===== src/rtl/accum_adder_tree_if.sv =====
// Beat-in / result-out stream bundle for the accumulating adder tree.
// slave = the tree itself, master = whoever feeds beats and drains results.
interface accum_adder_tree_if #(
  parameter int DATA_WIDTH = 16,
  parameter int NUM_IN     = 8,
  parameter int ACC_WIDTH  = 32
);
  logic                         in_valid;
  logic                         in_ready;
  logic [NUM_IN*DATA_WIDTH-1:0] in_data;
  logic                         in_last;
  logic                         in_mode;
  logic                         out_valid;
  logic                         out_ready;
  logic [ACC_WIDTH-1:0]         out_data;
  logic                         out_ovf;

  modport master (
    output in_valid, in_data, in_last, in_mode, out_ready,
    input  in_ready, out_valid, out_data, out_ovf
  );

  modport slave (
    input  in_valid, in_data, in_last, in_mode, out_ready,
    output in_ready, out_valid, out_data, out_ovf
  );
endinterface


===== src/rtl/accum_adder_tree.sv =====
// Pipelined signed lane-reduction tree with optional multi-beat accumulation.
// One register stage per tree layer; a held output freezes every stage (global stall).

module accum_adder_tree_node #(
  parameter int W = 32
) (
  input  logic         clk,
  input  logic         adv,
  input  logic [W-1:0] a,
  input  logic [W-1:0] b,
  output logic [W-1:0] s
);
  always_ff @(posedge clk)
    if (adv) s <= a + b;
endmodule

module accum_adder_tree #(
  parameter int DATA_WIDTH = 16,
  parameter int NUM_IN     = 8,
  parameter int ACC_WIDTH  = 32
) (
  input logic               clk,
  input logic               rst,
  accum_adder_tree_if.slave bus
);
  localparam int LAYERS = (NUM_IN > 1) ? $clog2(NUM_IN) : 0;
  localparam int NPAD   = 1 << LAYERS;
  localparam int NNODE  = 2*NPAD - 1;

  if (ACC_WIDTH < DATA_WIDTH + LAYERS) begin : g_bad_width
    $error("accum_adder_tree: ACC_WIDTH too narrow for DATA_WIDTH and NUM_IN");
  end

  typedef enum logic {IDLE, ACCUM} state_t;

  logic                           adv, fire, add_ovf;
  logic [LAYERS:0]                vld_pipe, lst_pipe, mod_pipe;
  logic [NPAD*DATA_WIDTH-1:0]     din_pad;
  logic [NPAD-1:0][ACC_WIDTH-1:0] leaf;
  logic [NNODE-1:0][ACC_WIDTH-1:0] tr;
  logic signed [ACC_WIDTH-1:0]    sum, add, acc, acc_nx, out_d, out_d_nx;
  logic                           ovf, ovf_nx, out_o, out_o_nx, out_v, out_v_nx;
  state_t                         state, state_nx;

  assign adv          = !(out_v && !bus.out_ready);
  assign bus.in_ready = adv && !rst;
  assign din_pad      = (NPAD*DATA_WIDTH)'(bus.in_data);

  // Sideband travels with the data; no bubble collapse, every stage moves on adv.
  always_ff @(posedge clk) begin
    if (rst) begin
      vld_pipe <= '0;
      lst_pipe <= '0;
      mod_pipe <= '0;
    end else if (adv) begin
      vld_pipe[0] <= bus.in_valid;
      lst_pipe[0] <= bus.in_last;
      mod_pipe[0] <= bus.in_mode;
      for (int i = 1; i <= LAYERS; i++) begin
        vld_pipe[i] <= vld_pipe[i-1];
        lst_pipe[i] <= lst_pipe[i-1];
        mod_pipe[i] <= mod_pipe[i-1];
      end
    end
  end

  always_ff @(posedge clk)
    if (adv)
      for (int j = 0; j < NPAD; j++)
        leaf[j] <= (j < NUM_IN) ? ACC_WIDTH'($signed(din_pad[j*DATA_WIDTH +: DATA_WIDTH])) : '0;

  // Heap layout: node h (1-based) lives at tr[h-1], children at heap 2h and 2h+1.
  assign tr[NNODE-1:NPAD-1] = leaf;

  for (genvar h = 1; h < NPAD; h++) begin : g_node
    accum_adder_tree_node #(.W(ACC_WIDTH)) u_node (
      .clk (clk),
      .adv (adv),
      .a   (tr[2*h-1]),
      .b   (tr[2*h]),
      .s   (tr[h-1])
    );
  end

  assign sum     = tr[0];
  assign fire    = adv && vld_pipe[LAYERS];
  assign add     = acc + sum;
  assign add_ovf = (acc[ACC_WIDTH-1] == sum[ACC_WIDTH-1]) && (add[ACC_WIDTH-1] != acc[ACC_WIDTH-1]);

  always_ff @(posedge clk) begin
    if (rst) begin
      state <= IDLE;
      acc   <= '0;
      ovf   <= 1'b0;
      out_d <= '0;
      out_o <= 1'b0;
      out_v <= 1'b0;
    end else begin
      state <= state_nx;
      acc   <= acc_nx;
      ovf   <= ovf_nx;
      out_d <= out_d_nx;
      out_o <= out_o_nx;
      out_v <= out_v_nx;
    end
  end

  always_comb begin
    state_nx = state;
    acc_nx   = acc;
    ovf_nx   = ovf;
    out_d_nx = out_d;
    out_o_nx = out_o;
    out_v_nx = out_v && !bus.out_ready;
    if (fire) begin
      unique case (state)
        IDLE: begin
          if (!mod_pipe[LAYERS] || lst_pipe[LAYERS]) begin
            out_d_nx = sum;
            out_o_nx = 1'b0;
            out_v_nx = 1'b1;
          end else begin
            acc_nx   = sum;
            ovf_nx   = 1'b0;
            state_nx = ACCUM;
          end
        end
        ACCUM: begin
          // Once a group is open its beats accumulate regardless of their own mode bit.
          if (lst_pipe[LAYERS]) begin
            out_d_nx = add;
            out_o_nx = ovf | add_ovf;
            out_v_nx = 1'b1;
            acc_nx   = '0;
            ovf_nx   = 1'b0;
            state_nx = IDLE;
          end else begin
            acc_nx = add;
            ovf_nx = ovf | add_ovf;
          end
        end
      endcase
    end
  end

  assign bus.out_valid = out_v;
  assign bus.out_data  = out_d;
  assign bus.out_ovf   = out_o;
endmodule

===== src/flat_wrapper.sv =====
// flat-port wrapper written by rule: the top's interface ports become plain ports
module accum_adder_tree_flat 
#(
  parameter int DATA_WIDTH = 16,
  parameter int NUM_IN     = 8,
  parameter int ACC_WIDTH  = 32
)
  (clk, rst, bus_in_valid, bus_in_data, bus_in_last, bus_in_mode, bus_out_ready, bus_in_ready, bus_out_valid, bus_out_data, bus_out_ovf);
  accum_adder_tree_if #(.DATA_WIDTH(DATA_WIDTH), .NUM_IN(NUM_IN), .ACC_WIDTH(ACC_WIDTH)) bus_i ();
  input logic clk;
  input logic rst;
  input wire logic [$bits(bus_i.in_valid)-1:0] bus_in_valid;
  input wire logic [$bits(bus_i.in_data)-1:0] bus_in_data;
  input wire logic [$bits(bus_i.in_last)-1:0] bus_in_last;
  input wire logic [$bits(bus_i.in_mode)-1:0] bus_in_mode;
  input wire logic [$bits(bus_i.out_ready)-1:0] bus_out_ready;
  output wire logic [$bits(bus_i.in_ready)-1:0] bus_in_ready;
  output wire logic [$bits(bus_i.out_valid)-1:0] bus_out_valid;
  output wire logic [$bits(bus_i.out_data)-1:0] bus_out_data;
  output wire logic [$bits(bus_i.out_ovf)-1:0] bus_out_ovf;
  assign bus_i.in_valid = bus_in_valid;
  assign bus_i.in_data = bus_in_data;
  assign bus_i.in_last = bus_in_last;
  assign bus_i.in_mode = bus_in_mode;
  assign bus_i.out_ready = bus_out_ready;
  assign bus_in_ready = bus_i.in_ready;
  assign bus_out_valid = bus_i.out_valid;
  assign bus_out_data = bus_i.out_data;
  assign bus_out_ovf = bus_i.out_ovf;
  accum_adder_tree #(.DATA_WIDTH(DATA_WIDTH), .NUM_IN(NUM_IN), .ACC_WIDTH(ACC_WIDTH)) u_core (.clk(clk), .rst(rst), .bus(bus_i));
endmodule

===== config.mk =====
export PLATFORM = sky130hd
export DESIGN_NAME = accum_adder_tree_flat
export DESIGN_NICKNAME = d
export VERILOG_FILES = /design/src/rtl/accum_adder_tree_if.sv /design/src/rtl/accum_adder_tree.sv /design/src/flat_wrapper.sv
export SDC_FILE = /design/constraint.sdc
export NUM_CORES = 1
export LEC_CHECK = 0
export ABC_AREA = 1
export CORE_ASPECT_RATIO = 0.75
export CORE_MARGIN = 2
export CORE_UTILIZATION = 60
export CTS_CLUSTER_DIAMETER = 200
export CTS_CLUSTER_SIZE = 25
export DETAILED_ROUTE_END_ITERATION = 16
export DONT_BUFFER_PORTS = 1
export PLACE_DENSITY = 0.87
export SETUP_SLACK_MARGIN = 0.5
export SYNTH_ARGS = -nofsm -noshare
export SYNTH_HDL_FRONTEND = slang
export SYNTH_HIERARCHICAL = 1
export SYNTH_SLANG_ARGS = --single-unit

===== constraint.sdc =====
create_clock -name clk -period 33.7 [get_ports clk]
set_input_delay 6.74 -clock clk [delete_from_list [all_inputs] [get_ports clk]]
set_output_delay 6.74 -clock clk [all_outputs]
set_load 0.05 [all_outputs]

== Yosys cells after proc, flatten, opt, wreduce, memory -nomap -nowiden ==
Cells that the tools add are included.

* $add $sub $neg: 8
* Multipliers: 0
* Divide/modulo/power cells: 0
* Order comparisons: 0
* Equal/unequal tests: 5
* Shifts and indexed selects: 0
* Muxes and demuxes: 19
* Bitwise logic cells: 2
* Reduce and logical (&&, ||, !) cells: 11

{| class="wikitable"
|+ Operator list
! operator !! count
|-
| 32-bit adder || 4
|-
| 32-bit two-way mux || 4
|-
| 32-bit one-hot mux with 2 select lines || 2
|-
| 16-bit by 16-bit adder with 17-bit output || 4
|-
| 1-bit two-way mux || 9
|-
| 1-bit one-hot mux with 2 select lines || 4
|-
| 1-bit logical AND || 4
|-
| 1-bit zero test || 4
|-
| 2-bit by 1-bit inequality test with 1-bit output (second input constant) || 2
|-
| 3-bit AND reduction || 1
|-
| 2-bit inequality test (second input constant) || 1
|-
| 2-bit AND reduction || 1
|-
| 1-bit equality test || 1
|-
| 1-bit logical OR || 1
|-
| 1-bit inequality test || 1
|-
| 1-bit inverter || 1
|-
| 1-bit OR || 1
|}

* Register bits: 432
* Latch bits: 0
* Memory bits (writable): 0
* Bits in read-only memories: 0
* Input port bits: 134
* Output and inout port bits: 35
* Word-level logic and storage cells: 69
* Memories kept: 0

== Logic depth before layout (Yosys ltp) ==
Gate-level depths: netlist (run 1).

* Word-level depth: 6
* Mapped depth: 13
* Mapped depth without buffers: 13

== Modules after synthesis ==
The synthesis (run 1) kept the hierarchy.

{| class="wikitable"
|+ Modules (own cells, without submodules)
! module !! times used !! cells each !! area an instance (um2) !! seq. area each (um2)
|-
| accum_adder_tree_node (u_core.g_node[3].u_node ...) || 5 || 523 || 3284.4 || 960.9
|-
| accum_adder_tree || 1 || 974 || 9317.7 || 5445.2
|-
| accum_adder_tree_node (u_core.g_node[1].u_node ...) || 2 || 526 || 3345.7 || 960.9
|}

== Worst setup path before layout (run 1) ==
No wires, ideal clock.

* Kind: input-to-reg
* Start: input bus_out_ready
* End: register u_core.out_v, in the netlist u_core/bus.out_valid
* Library setup time: 0.534 ns
* Data arrival time: 16.951 ns
* Data required time: 33.166 ns
* Slack: 16.215 ns
* Stages: 4
* Buffers on the path: 1
* Cells stage by stage: nor2_2 -> inv_2 -> clkbuf_1 -> a21oi_1

* Word-level cells in the longest chain between the ends: 5
* Elaborated cells on any way between the ends: 8
* Classes of those cells: mux: 4; reduce/logical: 4

{| class="wikitable"
|+ RTL lines
! what !! line !! text
|-
| from (decl) || flat_wrapper.sv:16 || <nowiki>input wire logic [$bits(bus_i.out_ready)-1:0] bus_out_ready;</nowiki>
|-
| 1-bit zero test || accum_adder_tree.sv:45 || <nowiki>assign adv = !(out_v && !bus.out_ready);</nowiki>
|-
| 1-bit logical AND || accum_adder_tree.sv:45 ||
|-
| 1-bit zero test || accum_adder_tree.sv:45 ||
|-
| named net u_core.adv || accum_adder_tree.sv:36 || <nowiki>logic adv, fire, add_ovf;</nowiki>
|-
| 1-bit logical AND || accum_adder_tree.sv:86 || <nowiki>assign fire = adv && vld_pipe[LAYERS];</nowiki>
|-
| 1-bit two-way mux || accum_adder_tree.sv:115 || <nowiki>if (fire) begin</nowiki>
|-
| to (signal assigned) || accum_adder_tree.sv:104 || <nowiki>out_v <= out_v_nx;</nowiki>
|-
| to (decl) || accum_adder_tree.sv:42 || <nowiki>logic ovf, ovf_nx, out_o, out_o_nx, out_v, out_v_nx;</nowiki>
|}

The timed path passes the listed nets, and every way through them passes these cells.
A chain may end at the register's enable or synchronous reset.

== Worst setup path after layout (run 1) ==
* Start: input bus_out_ready
* End: output bus_in_ready

* Word-level cells in the longest chain between the ends: 4

{| class="wikitable"
|+ RTL lines
! what !! line !! text
|-
| 1-bit zero test || accum_adder_tree.sv:45 ||
|-
| 1-bit logical AND || accum_adder_tree.sv:45 ||
|-
| 1-bit zero test || accum_adder_tree.sv:45 ||
|-
| 1-bit logical AND || accum_adder_tree.sv:46 || <nowiki>assign bus.in_ready = adv && !rst;</nowiki>
|-
| to (decl) || flat_wrapper.sv:17 || <nowiki>output wire logic [$bits(bus_i.in_ready)-1:0] bus_in_ready;</nowiki>
|}

No other way between the ends.

==> flow_summary.yaml, run 1 <==
clocking:
  root_buffer: "clkbuf_16"
  htree_num_levels: 1
  numCtsBuffers: 21
  cts_resized: 0
  clk_latency_ns: 0.59
  cts.sinks: 432
  cts_buffer_depth: 3
  cts_tree: "done"
  clk_pin_slew_worst_paths_ns: 0.10
  cts_hold_buf: 0
  postCtsSetupBuffers: 0
yosys:
  ys_seq_area_share_pct: 37.5
  synth_nets: 5031
  yosysUniqueCellTypes: 44
  synthCells: 4641
  yosysWarnings: 6
  syn_area_mm2: 0.0324
  avgSynthCellArea_um2: 6.99
  ys_seq_elements: 432
placement:
  port_buffers: 0
  dp_slack_ns: 19.35
  gp_congestion: 0.999
  dpl.hpwl_mm: 63.7
  placed_cell_area_mm2: 0.0332
setup_path:
  crit_family: "simple AND/OR/NAND/NOR gates"
  required_ns: 26.96
  startpoint_type: "primary input"
  path_class: "in -> out"
  path_max_fanout: 15
  path_cells: "nor2_2 -> nor2_1"
  r2r_slack_ns: 29.91
  critPathArrivalTime_ns: 7.61
  rr_worst_depth: 11
  cp_slowest_cell: "nor2_2"
  r2r_start: "u_core/bus.out_valid"
  reg2reg_to: "u_core/bus.out_data[5]"
  slowest_delay_ns: 0.48
  worst-path-buf-inv: 0
  cp-end-kind: "output port"
timing:
  final.setup_skew_ns: 0.0253
  max_freq_mhz: 69.7
  finalSetupViolations: 0
  final_hold_viol_count: 0
  tightest_slew_ns: 1.11
  slew_headroom_pct: 25.7
  holdWs_ns: 0.466
  layout_min_cycle_time_ns: 14.35
  finalMaxSlewViolations: 0
  setup-tns-final_ns: 0
  setup_ws_ns: 19.35
  rsz0062_at_grt: "no"
  finalCritPeriodShare_pct: 42.6
route:
  first_pass_iters: 6
  viasPerCell: 5.33
  ant_nets: 0
  first_iter_violations: 3185
  drc: 0
  drt-total-wl_mm: 79.7
  wl_per_cell_um: 14.9
  num_vias: 28500
cells_and_area:
  fill_cells: 4689
  multi_input_area_mm2: 0.0168
  design_area_mm2: 0.0338
  syn2layout_area_growth_pct: 4.11
  ff_latch_area_mm2: 0.0122
  drive_above_1_share_pct: 3.40
  num_antenna_cells: 0
  fin_nets: 5025
floorplan:
  fp.dieArea_mm2: 0.0559
  die_y_um: 205
  start_util_pct: 61.0
  core.rowCount: 73
  io_pins: 169
  die_w_um: 272
  core_mm2: 0.0532
power_and_ir_drop:
  p_per_area_mw_per_mm2: 65.7
  total_leakage_power_nw: 18.6
  vdd.ir_drop.worst_v: 0.0000589
run:
  cap_violations: 0
grt:
  grt-ovfl-total: 0
  grt_pass1_vias: 26100
  track_usage_pct: 28.4
  antenna_found_initial: 0
  grt_max_degree: 110
  grt_pass1_wl_mm: 129
outcome:
  status: "complete, no violations"
hold_path:
  whs_endpoint: "u_core/ovf"
  hp-class: "reg -> reg"
  worstHoldPathCells: 2
  hold_path_startpoint: "u_core/ovf"
per-stage QoR:
step           std cells  utilization [%]  total power, W
2_1_floorplan       4641                -         0.00161
3_3_place_gp        5324             62.4         0.00189
3_5_place_dp        5324             62.4         0.00192
4_1_cts             5354             63.5         0.00221
5_1_grt             5354             63.5         0.00240
6_report            5354             63.5         0.00222
final cells by class:
cell class | count | share of cell area (%)
Clock buffer | 28 | 1.63
Multi-Input combinational cell | 3303 | 49.8
Timing Repair Buffer | 5 | 0.111
Sequential cell | 432 | 36.0
Tap cell | 712 | 2.64
Inverter | 872 | 9.72
Clock inverter | 2 | 0.0852
cell families after synthesis:
family | Yosys count | synth area share (%)
compound gates | 335 | 5.66
buf+inv | 906 | 10.7
simple gates | 2586 | 32.7
fa+ha+maj | 256 | 10.1
xor+xnor | 126 | 3.40
flops | 432 | 37.5
worst reg2reg max path, stage by stage, from the launching register on:
cell and delay [ns]:
dfxtp_1 0.49, inv_1 0.14, nor2_2 0.13, inv_8 0.52, nand2_2 0.26, nor2_4 0.55, nand2_4 0.44, nor2_4 0.55
nand2_2 0.15, inv_4 0.24, nand2_1 0.09, o311ai_0 0.10
power breakdown:
| group | internal, W | leakage, nW | total (W) | switching (W) |
|---|---|---|---|---|
| clock network | 0.000117 | 0.281 | 0.000288 | 0.000170 |
| registers | 0.000742 | 4.39 | 0.000836 | 0.0000947 |
| logic | 0.000363 | 13.9 | 0.00110 | 0.000732 |
| total | 0.00122 | 18.6 | 0.00222 | 0.000998 |
worst max path at each step:
stage	start	endpoint	slack [ns]	cells after the start
after floorplan	bus_out_ready	u_core/bus.out_valid	16.22	4
after global placement	bus_out_ready	bus_in_ready	19.34	2
final	bus_out_ready	bus_in_ready	19.35	2
after CTS	bus_out_ready	bus_in_ready	19.35	2
after global routing	bus_out_ready	bus_in_ready	19.26	2
after detailed placement	bus_out_ready	bus_in_ready	19.35	2
layer usage:
layer  global-route usage (%)  vias to the layer above  share of wire (%)
li1                         -                    14500                  -
met1                     41.3                    12900                 46
met2                     45.5                     1048                 43
met3                     3.58                       99                8.4
met4                     5.83                        0                1.9
met5                        0                        -                  0
synthesized netlist by cell type (all sizes together):
library cell  count  area (um^2)
nand2          1865         7200
a21oi           222         1130
buf              19          125
nand3b            6         48.8
edfxtp          352        10600
o311ai            5         43.8
and2              1         6.26
nor2            353         1390
nand3           277         1450
dfxtp            80         1600
o21ai            61          305
nor3             41          230
a21o              8         60.1
xor2            115         1010
nand4            40          250
fa                8          160
xnor2            11         96.3
or2               3         23.8
a31oi            13         81.3
a221oi            2         30.0
a211oi            1         7.51
o21bai           20          150
inv             872         3280
a22o              3         26.3
clkbuf           15         57.6
ha              248         3100
state kept, by name, summed over array words and instances (netlist names), 4 cells and up:
signal,flops
u_core/g_node.u_node/s,224
u_core/leaf,128
u_core/acc,32
u_core/lst_pipe,4
u_core/mod_pipe,4
u_core/vld_pipe,4
u_core/bus.out_data,32
cells in the final DEF (no fill, tap or decap), types with 6 or more instances in the layout:
| master | instances |
|---|---|
| a21o_1 | 8 |
| nand2_1 | 1788 |
| nor2_1 | 338 |
| clkbuf_16 | 21 |
| nand4_1 | 40 |
| ha_1 | 248 |
| nand3_2 | 13 |
| nand2_2 | 76 |
| dfxtp_1 | 80 |
| inv_2 | 10 |
| o21ai_1 | 6 |
| xor2_1 | 115 |
| fa_1 | 8 |
| nor3_1 | 36 |
| inv_1 | 860 |
| o21bai_1 | 20 |
| o21ai_0 | 55 |
| xnor2_1 | 11 |
| a21oi_1 | 219 |
| edfxtp_1 | 352 |
| nand3_1 | 264 |
| a31oi_1 | 13 |
| nor2_2 | 11 |
| clkbuf_1 | 7 |
(Power assumes the default switching activity.)
==> inputs of run 2 (changes only) <==
Settings changed: PLACE_DENSITY 0.87 to 0.9.
Clock period 33.7 ns to 12.8 ns, I/O delays scaled along.
==> run 2 against run 1 <==
Compared with the run above:
- die area did not move
- total power rose to 2.6 times the previous value
- register-to-register slack got worse by 21 ns
- critical path type unchanged
- largest cell class unchanged
- highest routed layer is now met5
==> flow_summary.yaml, run 2 (synthesized netlist as in run 1, its figures left out) <==
cells_and_area:
  reg_top3: "u_core/g_node.u_node/s: 224 flops, u_core/leaf: 128 flops"
  design_area_mm2: 0.0338
  num_antenna_cells: 0
  final_common_cell: "nand2_1"
  syn2layout_area_growth_pct: 4.13
  final_cell_mix: "1788 x nand2_1, 860 x inv_1, 352 x edfxtp_1"
  largest_register_ffs: 224
  drive_above_1_share_pct: 3.36
  fin_nets: 5024
  top_register: "u_core/g_node.u_node/s"
placement:
  dpl.hpwl_mm: 64.1
  gp_congestion: 0.982
  placed_cell_area_mm2: 0.0332
  port_buffers: 0
clocking:
  postCtsSetupBuffers: 0
  root_buffer: "clkbuf_16"
  cts_hold_buf: 0
  htree_num_levels: 1
  clk_pin_slew_worst_paths_ns: 0.11
  cts_tree: "done"
  cts_buffer_depth: 3
  cts_resized: 0
  numCtsBuffers: 21
  cts.sinks: 432
  clk_latency_ns: 0.58
grt:
  grt-ovfl-total: 0
  antenna_found_initial: 1
  grt_pass1_vias: 26300
  grt_pass1_wl_mm: 131
  track_usage_pct: 28.7
  grt_max_degree: 199
setup_path:
  rr_worst_depth: 11
  slowest_delay_ns: 0.46
  worst-path-buf-inv: 0
  r2r_start: "u_core/bus.out_valid"
  crit_family: "simple AND/OR/NAND/NOR gates"
  crit_cells: 2
  path_cells: "nor2_2 -> nor2_1"
  reg2reg_to: "u_core/bus.out_data[15]"
  startpoint_type: "primary input"
  cp_slowest_cell: "nor2_2"
  critPathArrivalTime_ns: 3.41
  cp-end-kind: "output port"
  path_max_fanout: 15
  r2r_slack_ns: 9.32
  path_class: "in -> out"
  required_ns: 10.24
power_and_ir_drop:
  total_leakage_power_nw: 18.6
  p_per_area_mw_per_mm2: 173
  vdd.ir_drop.worst_v: 0.000132
timing:
  layout_min_cycle_time_ns: 5.97
  rsz0062_at_grt: "no"
  finalSetupViolations: 0
  slew_headroom_pct: 22.4
  finalCritPeriodShare_pct: 46.6
  tightest_slew_ns: 1.16
  final.setup_skew_ns: 0.0257
  final_hold_viol_count: 0
  max_freq_mhz: 168
  finalMaxSlewViolations: 0
  setup-tns-final_ns: 0
route:
  wl_met3_mm: 7.61
  first_iter_violations: 3055
  viasPerCell: 5.37
  wl_per_cell_um: 14.9
  num_vias: 28800
  wl_met1_mm: 35.8
  drc: 0
  top_layer: "met5"
  wl_met2_mm: 34.5
  ant_nets: 0
  first_pass_iters: 7
  drt-total-wl_mm: 79.8
floorplan:
  fp.dieArea_mm2: 0.0559
  io_pins: 169
  start_util_pct: 61.0
  die_y_um: 205
  core.rowCount: 73
  die_w_um: 272
  core_mm2: 0.0532
hold_path:
  worstHoldPathCells: 2
  whs_endpoint: "u_core/ovf"
  hp-class: "reg -> reg"
  hold_path_startpoint: "u_core/ovf"
outcome:
  status: "complete, no violations"
run:
  cap_violations: 0
-- run 2: area by class of cell --
cell class / instances / area [um^2]
multi-input combinational: 3303 / 16800
fill: 4661 / 19400
inverter: 872 / 3280
clock inverter: 2 / 28.8
clock buffer: 28 / 552
sequential: 432 / 12200
tap: 712 / 891
timing repair buffer: 4 / 42.5
-- run 2: worst max path at each step --
| stage | start | end | slack (ns) |
|---|---|---|---|
| 5_1_grt | bus_out_ready | bus_in_ready | 6.77 |
| 2_1_floorplan | bus_out_ready | u_core/bus.out_valid | 5.03 |
| 3_3_place_gp | bus_out_ready | bus_in_ready | 6.81 |
| 4_1_cts | bus_out_ready | bus_in_ready | 6.84 |
| 3_5_place_dp | bus_out_ready | bus_in_ready | 6.83 |
| 6_report | bus_out_ready | bus_in_ready | 6.83 |
-- run 2: where the power goes --
group	total (W)	switching [W]	leakage [nW]	internal (W)
clock	0.000761	0.000452	0.281	0.000309
combinational	0.00287	0.00192	13.9	0.000956
sequential	0.00220	0.000243	4.39	0.00195
-- run 2: routing by layer --
metal / vias to the layer above / GRT usage (%)
met3: 140 / 4.55
met4: 2 / 7.16
met1: 12900 / 41.0
met2: 1207 / 45.5
li1: 14500 / -
met5: - / 0
-- run 2: tightest hold or removal path, stage by stage, from the launching register on --
cell	delay, ns
dfxtp_1	0.33
nand2_1	0.06
a21oi_1	0.06
-- run 2: stage by stage --
| step | power, W | worst slack [ns] | std cells | hold slack, ns | util [%] |
|---|---|---|---|---|---|
| 2_1_floorplan | 0.00425 | 5.03 | 4641 | 0.444 | - |
| 3_3_place_gp | 0.00495 | 6.81 | 5323 | 0.448 | 62.4 |
| 3_5_place_dp | 0.00502 | 6.83 | 5323 | 0.458 | 62.4 |
| 4_1_cts | 0.00579 | 6.84 | 5353 | 0.474 | 63.5 |
| 5_1_grt | 0.00628 | 6.77 | 5353 | 0.497 | 63.5 |
| 6_report | 0.00583 | 6.83 | 5353 | 0.473 | 63.5 |
